$ cat src/rtl/processor_pkg.sv
// rtl/processor_pkg.sv - shared types and constants for the instruction sequencer
package processor_pkg;

  localparam int DW = 32;

  localparam logic [DW-1:0] NOP_INSTR = '0;

  typedef enum logic {
    IDLE = 1'b0,
    RUN  = 1'b1
  } state_t;

endpackage

$ cat src/rtl/instr_sequencer_if.sv
// rtl/instr_sequencer_if.sv - load, run-control, issue and result-capture signals of the sequencer
interface instr_sequencer_if #(
  parameter int DEPTH = 16,
  parameter int DW    = processor_pkg::DW
) ();

  localparam int AW = $clog2(DEPTH);

  logic          load_en;
  logic [AW-1:0] load_addr;
  logic [DW-1:0] load_data;
  logic          start;
  logic [AW:0]   prog_len;
  logic          hold;
  logic [DW-1:0] instruction;
  logic [DW-1:0] result;
  logic          res_valid;
  logic [DW-1:0] res_data;
  logic [AW-1:0] res_index;
  logic          busy;
  logic          done;

  // master is the sequencer; slave is the host plus the processor it feeds
  modport master (
    input  load_en, load_addr, load_data, start, prog_len, hold, result,
    output instruction, res_valid, res_data, res_index, busy, done
  );

  modport slave (
    output load_en, load_addr, load_data, start, prog_len, hold, result,
    input  instruction, res_valid, res_data, res_index, busy, done
  );

endinterface

$ cat src/rtl/prog_mem.sv
// rtl/prog_mem.sv - program memory, synchronous write, asynchronous read, no reset
module prog_mem #(
  parameter  int DEPTH = 16,
  parameter  int DW    = 32,
  localparam int AW    = $clog2(DEPTH)
) (
  input  logic          clk,
  input  logic          wr_en,
  input  logic [AW-1:0] wr_addr,
  input  logic [DW-1:0] wr_data,
  input  logic [AW-1:0] rd_addr,
  output logic [DW-1:0] rd_data
);

  logic [DW-1:0] mem [DEPTH];

  always_ff @(posedge clk) begin
    if (wr_en) begin
      mem[wr_addr] <= wr_data;
    end
  end

  assign rd_data = mem[rd_addr];

endmodule

$ cat src/rtl/instr_sequencer.sv
// rtl/instr_sequencer.sv - issues a loaded program one instruction per unheld cycle and captures results
module instr_sequencer #(
  parameter int DEPTH = 16,
  parameter int DW    = processor_pkg::DW
) (
  input  logic              clk,
  input  logic              reset,
  instr_sequencer_if.master bus
);

  import processor_pkg::*;

  localparam int          AW      = $clog2(DEPTH);
  localparam logic [AW:0] LEN_MAX = (AW+1)'(DEPTH);

  state_t        state, state_nxt;
  logic [AW-1:0] pc, pc_nxt;
  logic [AW:0]   len, len_nxt;
  logic [DW-1:0] instr_q, instr_nxt;
  logic [DW-1:0] res_data_q, res_data_nxt;
  logic [AW-1:0] res_index_q, res_index_nxt;
  logic          res_valid_q, res_valid_nxt;
  logic          done_q, done_nxt;

  logic          mem_wr;
  logic [AW-1:0] rd_addr;
  logic [DW-1:0] rd_data;
  logic [DW-1:0] fetch_data;
  logic          last;

  assign mem_wr = bus.load_en && (state == IDLE);

  prog_mem #(
    .DEPTH (DEPTH),
    .DW    (DW)
  ) u_prog_mem (
    .clk     (clk),
    .wr_en   (mem_wr),
    .wr_addr (bus.load_addr),
    .wr_data (bus.load_data),
    .rd_addr (rd_addr),
    .rd_data (rd_data)
  );

  // A word written in the start cycle must be the one issued, so bypass the array
  assign fetch_data = (mem_wr && (bus.load_addr == rd_addr)) ? bus.load_data : rd_data;
  assign last       = (({1'b0, pc}) + (AW+1)'(1)) == len;

  always_comb begin
    state_nxt     = state;
    pc_nxt        = pc;
    len_nxt       = len;
    instr_nxt     = instr_q;
    res_data_nxt  = res_data_q;
    res_index_nxt = res_index_q;
    res_valid_nxt = 1'b0;
    done_nxt      = 1'b0;
    rd_addr       = '0;

    case (state)
      IDLE: begin
        instr_nxt = DW'(NOP_INSTR);
        if (bus.start) begin
          if (bus.prog_len == '0) begin
            done_nxt = 1'b1;
          end else begin
            state_nxt = RUN;
            pc_nxt    = '0;
            len_nxt   = (bus.prog_len > LEN_MAX) ? LEN_MAX : bus.prog_len;
            instr_nxt = fetch_data;
          end
        end
      end

      RUN: begin
        rd_addr = pc + AW'(1);
        if (!bus.hold) begin
          res_data_nxt  = bus.result;
          res_index_nxt = pc;
          res_valid_nxt = 1'b1;
          if (last) begin
            state_nxt = IDLE;
            pc_nxt    = '0;
            instr_nxt = DW'(NOP_INSTR);
            done_nxt  = 1'b1;
          end else begin
            pc_nxt    = pc + AW'(1);
            instr_nxt = fetch_data;
          end
        end
      end

      default: begin
        state_nxt = IDLE;
      end
    endcase
  end

  always_ff @(posedge clk or posedge reset) begin
    if (reset) begin
      state       <= IDLE;
      pc          <= '0;
      len         <= '0;
      instr_q     <= '0;
      res_data_q  <= '0;
      res_index_q <= '0;
      res_valid_q <= 1'b0;
      done_q      <= 1'b0;
    end else begin
      state       <= state_nxt;
      pc          <= pc_nxt;
      len         <= len_nxt;
      instr_q     <= instr_nxt;
      res_data_q  <= res_data_nxt;
      res_index_q <= res_index_nxt;
      res_valid_q <= res_valid_nxt;
      done_q      <= done_nxt;
    end
  end

  assign bus.instruction = instr_q;
  assign bus.res_data    = res_data_q;
  assign bus.res_index   = res_index_q;
  assign bus.res_valid   = res_valid_q;
  assign bus.done        = done_q;
  assign bus.busy        = (state == RUN);

endmodule

$ cat src/flat_wrapper.sv
// flat-port wrapper written by rule: the top's interface ports become plain ports
module instr_sequencer_flat import processor_pkg::*;
#(
  parameter int DEPTH = 16,
  parameter int DW    = processor_pkg::DW
)
  (clk, reset, bus_load_en, bus_load_addr, bus_load_data, bus_start, bus_prog_len, bus_hold, bus_result, bus_instruction, bus_res_valid, bus_res_data, bus_res_index, bus_busy, bus_done);
  instr_sequencer_if #(.DEPTH(DEPTH), .DW(DW)) bus_i ();
  input  logic clk;
  input  logic reset;
  input wire logic [$bits(bus_i.load_en)-1:0] bus_load_en;
  input wire logic [$bits(bus_i.load_addr)-1:0] bus_load_addr;
  input wire logic [$bits(bus_i.load_data)-1:0] bus_load_data;
  input wire logic [$bits(bus_i.start)-1:0] bus_start;
  input wire logic [$bits(bus_i.prog_len)-1:0] bus_prog_len;
  input wire logic [$bits(bus_i.hold)-1:0] bus_hold;
  input wire logic [$bits(bus_i.result)-1:0] bus_result;
  output wire logic [$bits(bus_i.instruction)-1:0] bus_instruction;
  output wire logic [$bits(bus_i.res_valid)-1:0] bus_res_valid;
  output wire logic [$bits(bus_i.res_data)-1:0] bus_res_data;
  output wire logic [$bits(bus_i.res_index)-1:0] bus_res_index;
  output wire logic [$bits(bus_i.busy)-1:0] bus_busy;
  output wire logic [$bits(bus_i.done)-1:0] bus_done;
  assign bus_i.load_en = bus_load_en;
  assign bus_i.load_addr = bus_load_addr;
  assign bus_i.load_data = bus_load_data;
  assign bus_i.start = bus_start;
  assign bus_i.prog_len = bus_prog_len;
  assign bus_i.hold = bus_hold;
  assign bus_i.result = bus_result;
  assign bus_instruction = bus_i.instruction;
  assign bus_res_valid = bus_i.res_valid;
  assign bus_res_data = bus_i.res_data;
  assign bus_res_index = bus_i.res_index;
  assign bus_busy = bus_i.busy;
  assign bus_done = bus_i.done;
  instr_sequencer #(.DEPTH(DEPTH), .DW(DW)) u_core (.clk(clk), .reset(reset), .bus(bus_i));
endmodule
$ cat config.mk
export PLATFORM = sky130hd
export DESIGN_NAME = instr_sequencer_flat
export DESIGN_NICKNAME = d
export VERILOG_FILES = /design/src/rtl/processor_pkg.sv /design/src/rtl/instr_sequencer_if.sv /design/src/rtl/prog_mem.sv /design/src/rtl/instr_sequencer.sv /design/src/flat_wrapper.sv
export SDC_FILE = /design/constraint.sdc
export NUM_CORES = 1
export LEC_CHECK = 0
export CAP_MARGIN = 20
export CORE_AREA = 2 2 234 236
export DETAILED_ROUTE_END_ITERATION = 8
export DIE_AREA = 0 0 236 238
export PLACE_DENSITY = 0.65
export SETUP_SLACK_MARGIN = 0.4
export SLEW_MARGIN = 0
export SYNTH_ARGS = -nofsm -noshare
export SYNTH_HDL_FRONTEND = slang
export SYNTH_SLANG_ARGS = --single-unit
$ cat constraint.sdc
create_clock -name clk -period 3.9 [get_ports clk]
set_input_delay 0.78 -clock clk [delete_from_list [all_inputs] [get_ports clk]]
set_output_delay 0.78 -clock clk [all_outputs]
set_load 0.005 [all_outputs]
== Word-level counts from Yosys, hierarchy flattened ==
Memories as Yosys holds them, arrays and structs flattened.
Index checks and enable logic that the tools add are counted.

* Add/sub/neg operators: 2
* Order comparisons: 1
* Equality and inequality tests: 5
* Multiplexer cells: 27
* Bitwise gates (word level): 3
* Reductions and logical operators: 6

{| class="wikitable"
|+ Operators by type and width
! cell !! count
|-
| two-way mux 32 bit || 5
|-
| one-hot mux 32 bit (2 select lines) || 1
|-
| two-way mux 4 bit || 5
|-
| two-way mux 1 bit || 12
|-
| one-hot mux 4 bit (2 select lines) || 1
|-
| inequality test 2 bit (second input constant) || 3
|-
| AND reduction 3 bit || 2
|-
| adder 4 x 1 -> 5 bit (second input constant) || 1
|-
| == test 5 bit || 1
|-
| greater-than comparator 5 bit (second input constant) || 1
|-
| logical NOT 5 bit || 1
|-
| two-way mux 5 bit || 1
|-
| adder 4 x 1 -> 4 bit (second input constant) || 1
|-
| == test 4 bit || 1
|-
| one-hot mux 1 bit (2 select lines) || 2
|-
| inverter 1 bit || 3
|-
| logical AND 1 bit || 2
|-
| AND reduction 2 bit || 1
|}

* Register bits: 80
* Memory bits (writable): 512
* Output and inout port bits: 71
* Logic and storage cells: 53
* Memories kept: 1

{| class="wikitable"
|+ Memory list
! memory !! depth !! width !! rd ports !! clocked after Yosys merged registers in !! write ports !! RTL line !! source
|-
| u_core.u_prog_mem.mem || 16 || 32 || 1 || 0 || 1 || prog_mem.sv:15 || <nowiki>logic [DW-1:0] mem [DEPTH];</nowiki>
|}

== Longest topological paths before layout ==
Gate-level depths: netlist of run 1.

* Word-level depth: 8
* Depth in mapped cells: 9
* Gate-level depth less buffers: 6

== Cells and area by module ==
A second synthesis of run 1 with hierarchy kept.

* Cells, all modules: 1,330
* Area, all modules: 23,550.1 sq um

{| class="wikitable"
|+ By module, submodules not included
! module !! instances !! cells each !! area an instance (sq um)
|-
| prog_mem || 1 || 806 || 19,213.4
|-
| instr_sequencer || 1 || 524 || 4,336.7
|}

== Worst setup path before layout of run 1 ==
Ideal clock, no wire load.

* Path kind: reg-to-reg
* Start point: register u_core.state (netlist: u_core.bus.busy)
* End point: memory u_core.u_prog_mem.mem[1][0], enable pin
* Setup time: 0.468 ns
* Arrival time: 3.806 ns
* Required time: 3.432 ns
* Slack: -0.374 ns
* Stages on the path, launching flop included: 7
* Period minus slack after synthesis: 4.274 ns
* Cells stage by stage: dfrtp_1 -> clkbuf_1 -> buf_2 -> clkbuf_1 -> buf_1 -> nor3b_1 -> nor3b_1

* Word-level cells in the longest chain between the ends: 4

{| class="wikitable"
|+ Ends and longest elaborated chain
! item !! RTL line !! source
|-
| from (decl) || instr_sequencer.sv:16 || <nowiki>state_t state, state_nxt;</nowiki>
|-
| from (signal assigned) || instr_sequencer.sv:110 || <nowiki>state <= state_nxt;</nowiki>
|-
| inverter 1 bit || instr_sequencer.sv:31 || <nowiki>assign mem_wr = bus.load_en && (state == IDLE);</nowiki>
|-
| logical AND 1 bit || instr_sequencer.sv:31 ||
|-
| two-way mux 1 bit || prog_mem.sv:18 || <nowiki>if (wr_en) begin</nowiki>
|-
| two-way mux 1 bit (implied by the code) || prog_mem.sv:19 || <nowiki>mem[wr_addr] <= wr_data;</nowiki>
|-
| to (decl) || prog_mem.sv:15 ||
|}

Every way passes these cells.

== Worst setup path in the final report of run 1 ==
* Start point: register u_core.state (netlist: u_core.bus.busy)
* End point: output bus_busy

{| class="wikitable"
|+ RTL lines
! item !! RTL line !! source
|-
| to (decl) || flat_wrapper.sv:22 || <nowiki>output wire logic [$bits(bus_i.busy)-1:0] bus_busy;</nowiki>
|}

No word-level cell between the ends.

==> impl_results.md, run 1 <==
- Overflow after GRT: 0
- Clk sink count: 592
- Clk_skew: 0.00887 ns
- FMAX: 0.320 GHz
- Routed wire per std cell: 26.1 um
- Type of the worst setup path: reg2out
- Cell area after synthesis: 23800 um^2
- Worst r2r dst: u_core.bus.instruction[15]
- First-pass GRT wire length: 93400 um
- Hold_sp: u_core.bus.res_data[2]
- Worst slew pin tran: 1.07 ns
- PwrDens: 697 nW/um^2
- Critical path endpoint category: output pin
- Sequential area share after synthesis: 0.729
- R2R cell count: 6
- Core area: 53500 um^2
- Crit path buf inv count: 2
- Avg Inst Size Synth: 16.4 um^2
- Die area: 56200 um^2
- DP Worst Slack: 0.795 ns
- Synth area leader: edfxtp_1
- Vias in the first global route: 14700
- CP Depth: 2
- Static leakage: 9.19 nW
- Top_reg_cell synth: edfxtp_1
- Layout cells sized above 1: 0.149
- CP Data Required Time: 3.12 ns
- Max clock buf depth: 3
- FF/Latch Area: 17400 um^2
- Ys Warns: 0
- Post-synth top cells: edfxtp_1 (512), o211ai_1 (131), mux2i_1 (97), clkbuf_1 (96)
- Nets: 1681
- Vias: 14400
- CP max-delay cell: dfrtp_4
- DR pass1 iterations: 5
- Peak VDD IR: 0.000810 V
- Hold buffers post-CTS: 0
- Final min period: 3.13 ns
- CP startpoint kind: flip-flop
- Hold path depth: 1
- # placed instances: 2237
- CP peak stage delay: 0.69 ns
- # fillers: 4236
- Syn-to-layout area delta: 19.3%
- DRT Wirelength: 61500 um
- Post-DRT Antenna Nets: 0
- Yosys reg bits: 592
- CP arrival: 2.35 ns
- MaxCap Viol Count: 0
- Number of CTS-inserted buffers: 59
- Gate Count Post-Synth: 1457
- Crit path max fanout: 82
- Tot GR Track Use: 0.220
- CTS Root Cell: clkbuf_16
- # port buffers: 148
- Relative slew slack: 0.289
- Final setup vio count: 0
- I/O pin count: 149
- # Post-CTS Setup Buffers: 0
- Final Worst Setup Slack: 0.771 ns
- Chip Height: 238 um
- Multi-input logic area: 6130 um^2
- Vias per cell: 6.14
- Post-cts sizing count: 0
- Die Wd: 236 um
- Clk_lat worst skew: 0.62 ns
- Placement row count: 85
- Ys async rst share: 0.135
- Yosys top cell area share: 0.645
- Gpl congestion: 0.800
- Hold Vio Cnt, Final: 0
- H-tree depth: 2
- Clock slew at reported path FFs: 0.06 ns
- Total power draw: 0.0198 W
- Detailed Place HPWL: 34700 um
- Final Cycle Share: 0.802
- HP Class: reg2reg
- Sum of negative setup slack: 0 ns
- Non-Filler Instances: 2353
- Post-Syn Nets: 1536
- CP top delay family: buffers and inverters
- Cell variety after synth: 44
- Final hold slack: 0.503 ns
- DR iter-0 viols: 1388
- Run status: finished, final reports clean
- Most common cell in the netlist: edfxtp_1
- CTS tree: done
- Initial antenna violation count: 7
- Worst reg-to-reg setup slack: 0.88 ns
- Post-synth EDFFs: 512
- Initial core utilization: 0.446
- Hold endpoint: u_core.bus.res_data[2]
- R2r startpoint: u_core.pc[2]
- Top post-synthesis cells by area: edfxtp_1 (65%), dfrtp_1 (8.4%), o211ai_1 (4.1%)
- Critical path, cell by cell: buf_12 -> clkdlybuf4s50_1
- Largest net degree at the start of global routing: 177
- Drt drc: 0
- RSZ-0062 raised after global routing: false
- Max-slew violations: 0
-- how the worst max path moves through the flow --
stage                                         to             start  slack, ns
floorplan           u_core.u_prog_mem.mem[10][0]   u_core.bus.busy       0.58
global route                            bus_busy   u_core.bus.busy       0.69
detailed placement  u_core.u_prog_mem.mem[5][23]  bus_load_addr[3]       0.80
global placement    u_core.u_prog_mem.mem[5][23]  bus_load_addr[3]       0.81
finish                                  bus_busy   u_core.bus.busy       0.77
CTS                                     bus_busy   u_core.bus.busy       0.70
-- cells in the final DEF, fill, tap and decap left out, drive strengths merged, types with 2 or more instances in the layout --
cell / netlist / routed
a2111oi: 32 / 32
nand4: 66 / 66
nor2b: 32 / 32
bufinv: 0 / 7
nor2: 17 / 17
mux2i: 97 / 97
mux2: 36 / 36
edfxtp: 512 / 512
nor3b: 4 / 4
and2: 2 / 2
nand2b: 9 / 9
mux4: 32 / 32
xor2: 4 / 4
clkbuf: 96 / 83
a22oi: 32 / 32
inv: 6 / 6
dfrtp: 80 / 80
a221oi: 32 / 32
a211oi: 32 / 32
diode: 0 / 5
buf: 29 / 61
o211ai: 131 / 131
nand3: 35 / 35
clkdlybuf4s50: 0 / 148
xnor2: 4 / 4
nor3: 7 / 7
o21ai: 8 / 8
nand2: 80 / 80
clkinv: 0 / 21
a32oi: 32 / 32
-- per-layer routing --
metal,vias up,global-route usage,share of wire
met2,657,0.359,0.48
met5,-,0,0.00042
met1,7398,0.297,0.42
met4,4,0.0857,0.030
met3,118,0.0355,0.068
li1,6267,-,-
-- kinds of logic after synthesis --
group	share of synthesized area
and+or+nand+nor	0.0556
AOI/OAI and AO/OA	0.100
muxes	0.0880
DFF	0.729
adders and majority gates	0.000945
buffers and inverters	0.0229
xor gates and xnor gates	0.00326
-- power breakdown --
group	total [W]	switching (W)	internal [W]	leakage, nW
registers	0.00758	0.000302	0.00727	5.60
clock network	0.00569	0.00236	0.00333	0.945
logic	0.00657	0.00392	0.00264	2.64
total	0.0198	0.00659	0.0132	9.19
-- sequential cells by signal, indices dropped and copies added, names as in the netlist --
register and flops:
u_core.bus.res_valid 1, u_core.bus.res_index 4, u_core.bus.instruction 32, u_core.pc 4
u_core.bus.done 1, u_core.len 5, u_core.bus.res_data 32, u_core.u_prog_mem.mem 512
u_core.bus.busy 1
-- per-stage QoR --
step,area [um^2],utilization
final,28400,0.532
after CTS,28400,0.531
after global placement,26500,0.495
after floorplan,23900,-
after global routing,28400,0.531
after detailed placement,26500,0.495
-- layout make-up --
cell class,count,area share
tap,696,0.0306
antenna,5,0.000440
inverter,6,0.000880
clock buffer,83,0.0566
clock inverter,28,0.0110
multi-input combinational,734,0.216
timing repair buffer,209,0.0735
sequential,592,0.611
No activity file was read; power rests on OpenSTA's default activity.
==> run 2: changes to the inputs <==
Clock period 3.9 ns to 2.7 ns, I/O delays scaled along.
==> run 2 against run 1 <==
Effect of this change:
- sequential power rose by 44%
- global-route usage grew 2.0 points
- largest cell class unchanged
- critical path depth up 7
- count of clock-buffer cells in the layout increased by 9
- sequential cell count unchanged
- non-clock buffer count increased by 114
- design area is 8.7% higher
- clock power rose by 49%
- via count up 6.9%
- largest power group is now combinational cells
- die area is the same
- final cell count rose by 4.8%
==> impl_results.md, run 2 (synthesized netlist as in run 1, its figures left out) <==
- Run status: finished, final reports clean
- Syn-to-layout area delta: 29.7%
- Routed wire per std cell: 28.2 um (+7.9%)
- R2R cell count: 9 (+3)
- Clk network pwr share: 0.253 (-0.034)
- Clk_lat worst skew: 0.63 ns (about the same)
- Peak VDD IR: 0.000921 V (+14%)
- # fillers: 4001 (-5.5%)
- Most flops, register: u_core.u_prog_mem.mem
- DR iter-0 viols: 1395 (+0.50%)
- Relative slew slack: 0.568 (+0.279)
- CP startpoint kind: flip-flop
- RSZ-0062 raised after global routing: true
- MaxCap Viol Count: 0 (unchanged)
- Drt drc: 0 (unchanged)
- Dpl cell area: 27200 um^2 (+2.8%)
- Final min period: 2.50 ns
- Design area: 30900 um^2 (+8.7%)
- DRT Wirelength: 69600 um (+13%)
- Metal2 WL: 34300 um (+15%)
- Die Wd: 236 um (unchanged)
- Largest net degree at the start of global routing: 65 (-63%)
- CP arrival: 3.04 ns (+0.69 ns)
- Core area: 53500 um^2 (unchanged)
- CP Data Required Time: 3.24 ns (+0.12 ns)
- Vias per cell: 6.26 (+1.9%)
- Crit path max fanout: 17 (-79%)
- Layout cells sized above 1: 0.247 (+0.0981)
- Final Cycle Share: 0.926
- I/O pin count: 149 (unchanged)
- CTS tree: done
- Most common cell after layout, fill and taps aside: edfxtp_1
- Met1 Wirelength: 27100 um (+5.4%)
- DR pass1 iterations: 7 (+2)
- WL met3: 5760 um (+39%)
- Placement row count: 85 (unchanged)
- Post-DRT Antenna Nets: 0 (unchanged)
- Detailed Place HPWL: 35700 um (+2.8%)
- Clk sink count: 592 (unchanged)
- Gpl congestion: 0.780 (-2.5%)
- Hold Vio Cnt, Final: 0 (unchanged)
- Hold buffers post-CTS: 0 (unchanged)
- Total power draw: 0.0335 W (+69%)
- Sequential power share: 0.325 (-0.057)
- Sw Pwr: 0.0114 W (+74%)
- Overflow after GRT: 0 (unchanged)
- Initial antenna violation count: 3 (-4)
- Initial core utilization: 0.446 (unchanged)
- Die area: 56200 um^2 (unchanged)
- Gate power share: 0.422 (+0.091)
- Max clock buf depth: 3 (unchanged)
- Critical path endpoint category: flip-flop
- HP Class: in2async
- Internal power: 0.0221 W (+67%)
- Static leakage: 10.2 nW (+11%)
- Clk_skew: 0.0214 ns (+0.0125 ns)
- Tot GR Track Use: 0.240 (+0.0198)
- Max-slew violations: 0 (unchanged)
- Clock slew at reported path FFs: 0.06 ns (about the same)
- Sum of negative setup slack: 0 ns (unchanged)
- PwrDens: 1080 nW/um^2 (+55%)
- Max reg flops: 512 (unchanged)
- Type of the worst setup path: reg2reg
- Final setup vio count: 0 (unchanged)
- Chip Height: 238 um (unchanged)
- Number of CTS-inserted buffers: 60 (+1.7%)
- CTS Root Cell: clkbuf_16
- FMAX: 0.400 GHz
- Vias: 15400 (+6.9%)
- Nets: 1796 (+6.8%)
- Switching share of power: 0.341 (+0.00930)
- First-pass GRT wire length: 101000 um (+7.7%)
- Most frequent cells in the layout: edfxtp_1 (512), clkdlybuf4s50_1 (148), o211ai_1 (131), buf_4 (96), mux2i_1 (94)
- # port buffers: 148 (unchanged)
- Top layer in use: met5
- H-tree depth: 2 (unchanged)
- Worst slew pin tran: 0.646 ns (-0.420 ns)
- Vias in the first global route: 15600 (+6.1%)
[run 2: layout make-up]
type / instances / area (um^2) / area share
well taps: 696 / 871 / 0.0282
diodes: 2 / 5.00 / 0.000162
flip-flops and latches: 592 / 17400 / 0.563
multi-input cells: 734 / 6600 / 0.214
repair buffers: 323 / 3970 / 0.129
inverters: 6 / 31.3 / 0.00101
clock inverters: 22 / 224 / 0.00725
clock buffers: 92 / 1810 / 0.0587
[run 2: path summary, 6_finish.rpt]
| kind | slack [ns] | to | startpoint |
|---|---|---|---|
| min | 0.37 | u_core.bus.res_data[1] | reset |
| min reg2reg | 0.51 | u_core.bus.res_data[22] | u_core.bus.res_data[22] |
| max | 0.20 | u_core.bus.instruction[3] | u_core.pc[0] |
| max in group asynchronous | 1.73 | u_core.bus.busy | reset |
| max reg2reg | 0.20 | u_core.bus.instruction[3] | u_core.pc[0] |
| min in group clk | 0.51 | u_core.bus.res_data[22] | u_core.bus.res_data[22] |
[run 2: power groups by stage]
| stage | combinational (W) | clock [W] | sequential, W |
|---|---|---|---|
| detailed placement | 0.0102 | 0 | 0.0111 |
| global route | 0.0147 | 0.00892 | 0.0109 |
| finish | 0.0141 | 0.00846 | 0.0109 |
| floorplan | 0.00612 | 0 | 0.0109 |
| CTS | 0.0127 | 0.00856 | 0.0109 |
| global placement | 0.0100 | 0 | 0.0111 |
[run 2: worst max-delay path: stages, from the launching register on]
cell and delay, ns:
dfrtp_4 0.51, ha_4 0.22, xor2_4 0.17, buf_8 0.18
buf_12 0.17, buf_12 0.18, a221oi_1 0.10, a2111oi_0 0.57
a211oi_1 0.11, a32oi_1 0.19
[run 2: what timing repair did]
action,4_1_cts,5_1_grt
setup buffers,24,15
hold endpoints to repair,0,0
pin swaps,33,39
gates resized for setup,73,54
endpoints found under the setup margin,37,36
cloned,14,10
[run 2: layer usage]
| layer | track usage | vias up |
|---|---|---|
| met4 | 0.0919 | 2 |
| met1 | 0.311 | 7984 |
| li1 | - | 6508 |
| met5 | 0 | - |
| met2 | 0.405 | 785 |
| met3 | 0.0404 | 156 |
[run 2: stage by stage]
stage / instances / setup WS, ns / utilization / hold slack [ns]
floorplan: 1457 / 0.0975 / - / 0.469
global placement: 2288 / -0.0685 / 0.509 / 0.490
detailed placement: 2288 / -0.0564 / 0.509 / 0.497
CTS: 2440 / 0.331 / 0.566 / 0.364
global route: 2466 / 0.138 / 0.578 / 0.407
finish: 2467 / 0.199 / 0.578 / 0.367
==> run 3: changes to the inputs <==
Settings changed: ABC_CLOCK_PERIOD_IN_PS set to 2700.
==> results of run 3 <==
Final layout, timing and power as in run 2 (identical DEF).
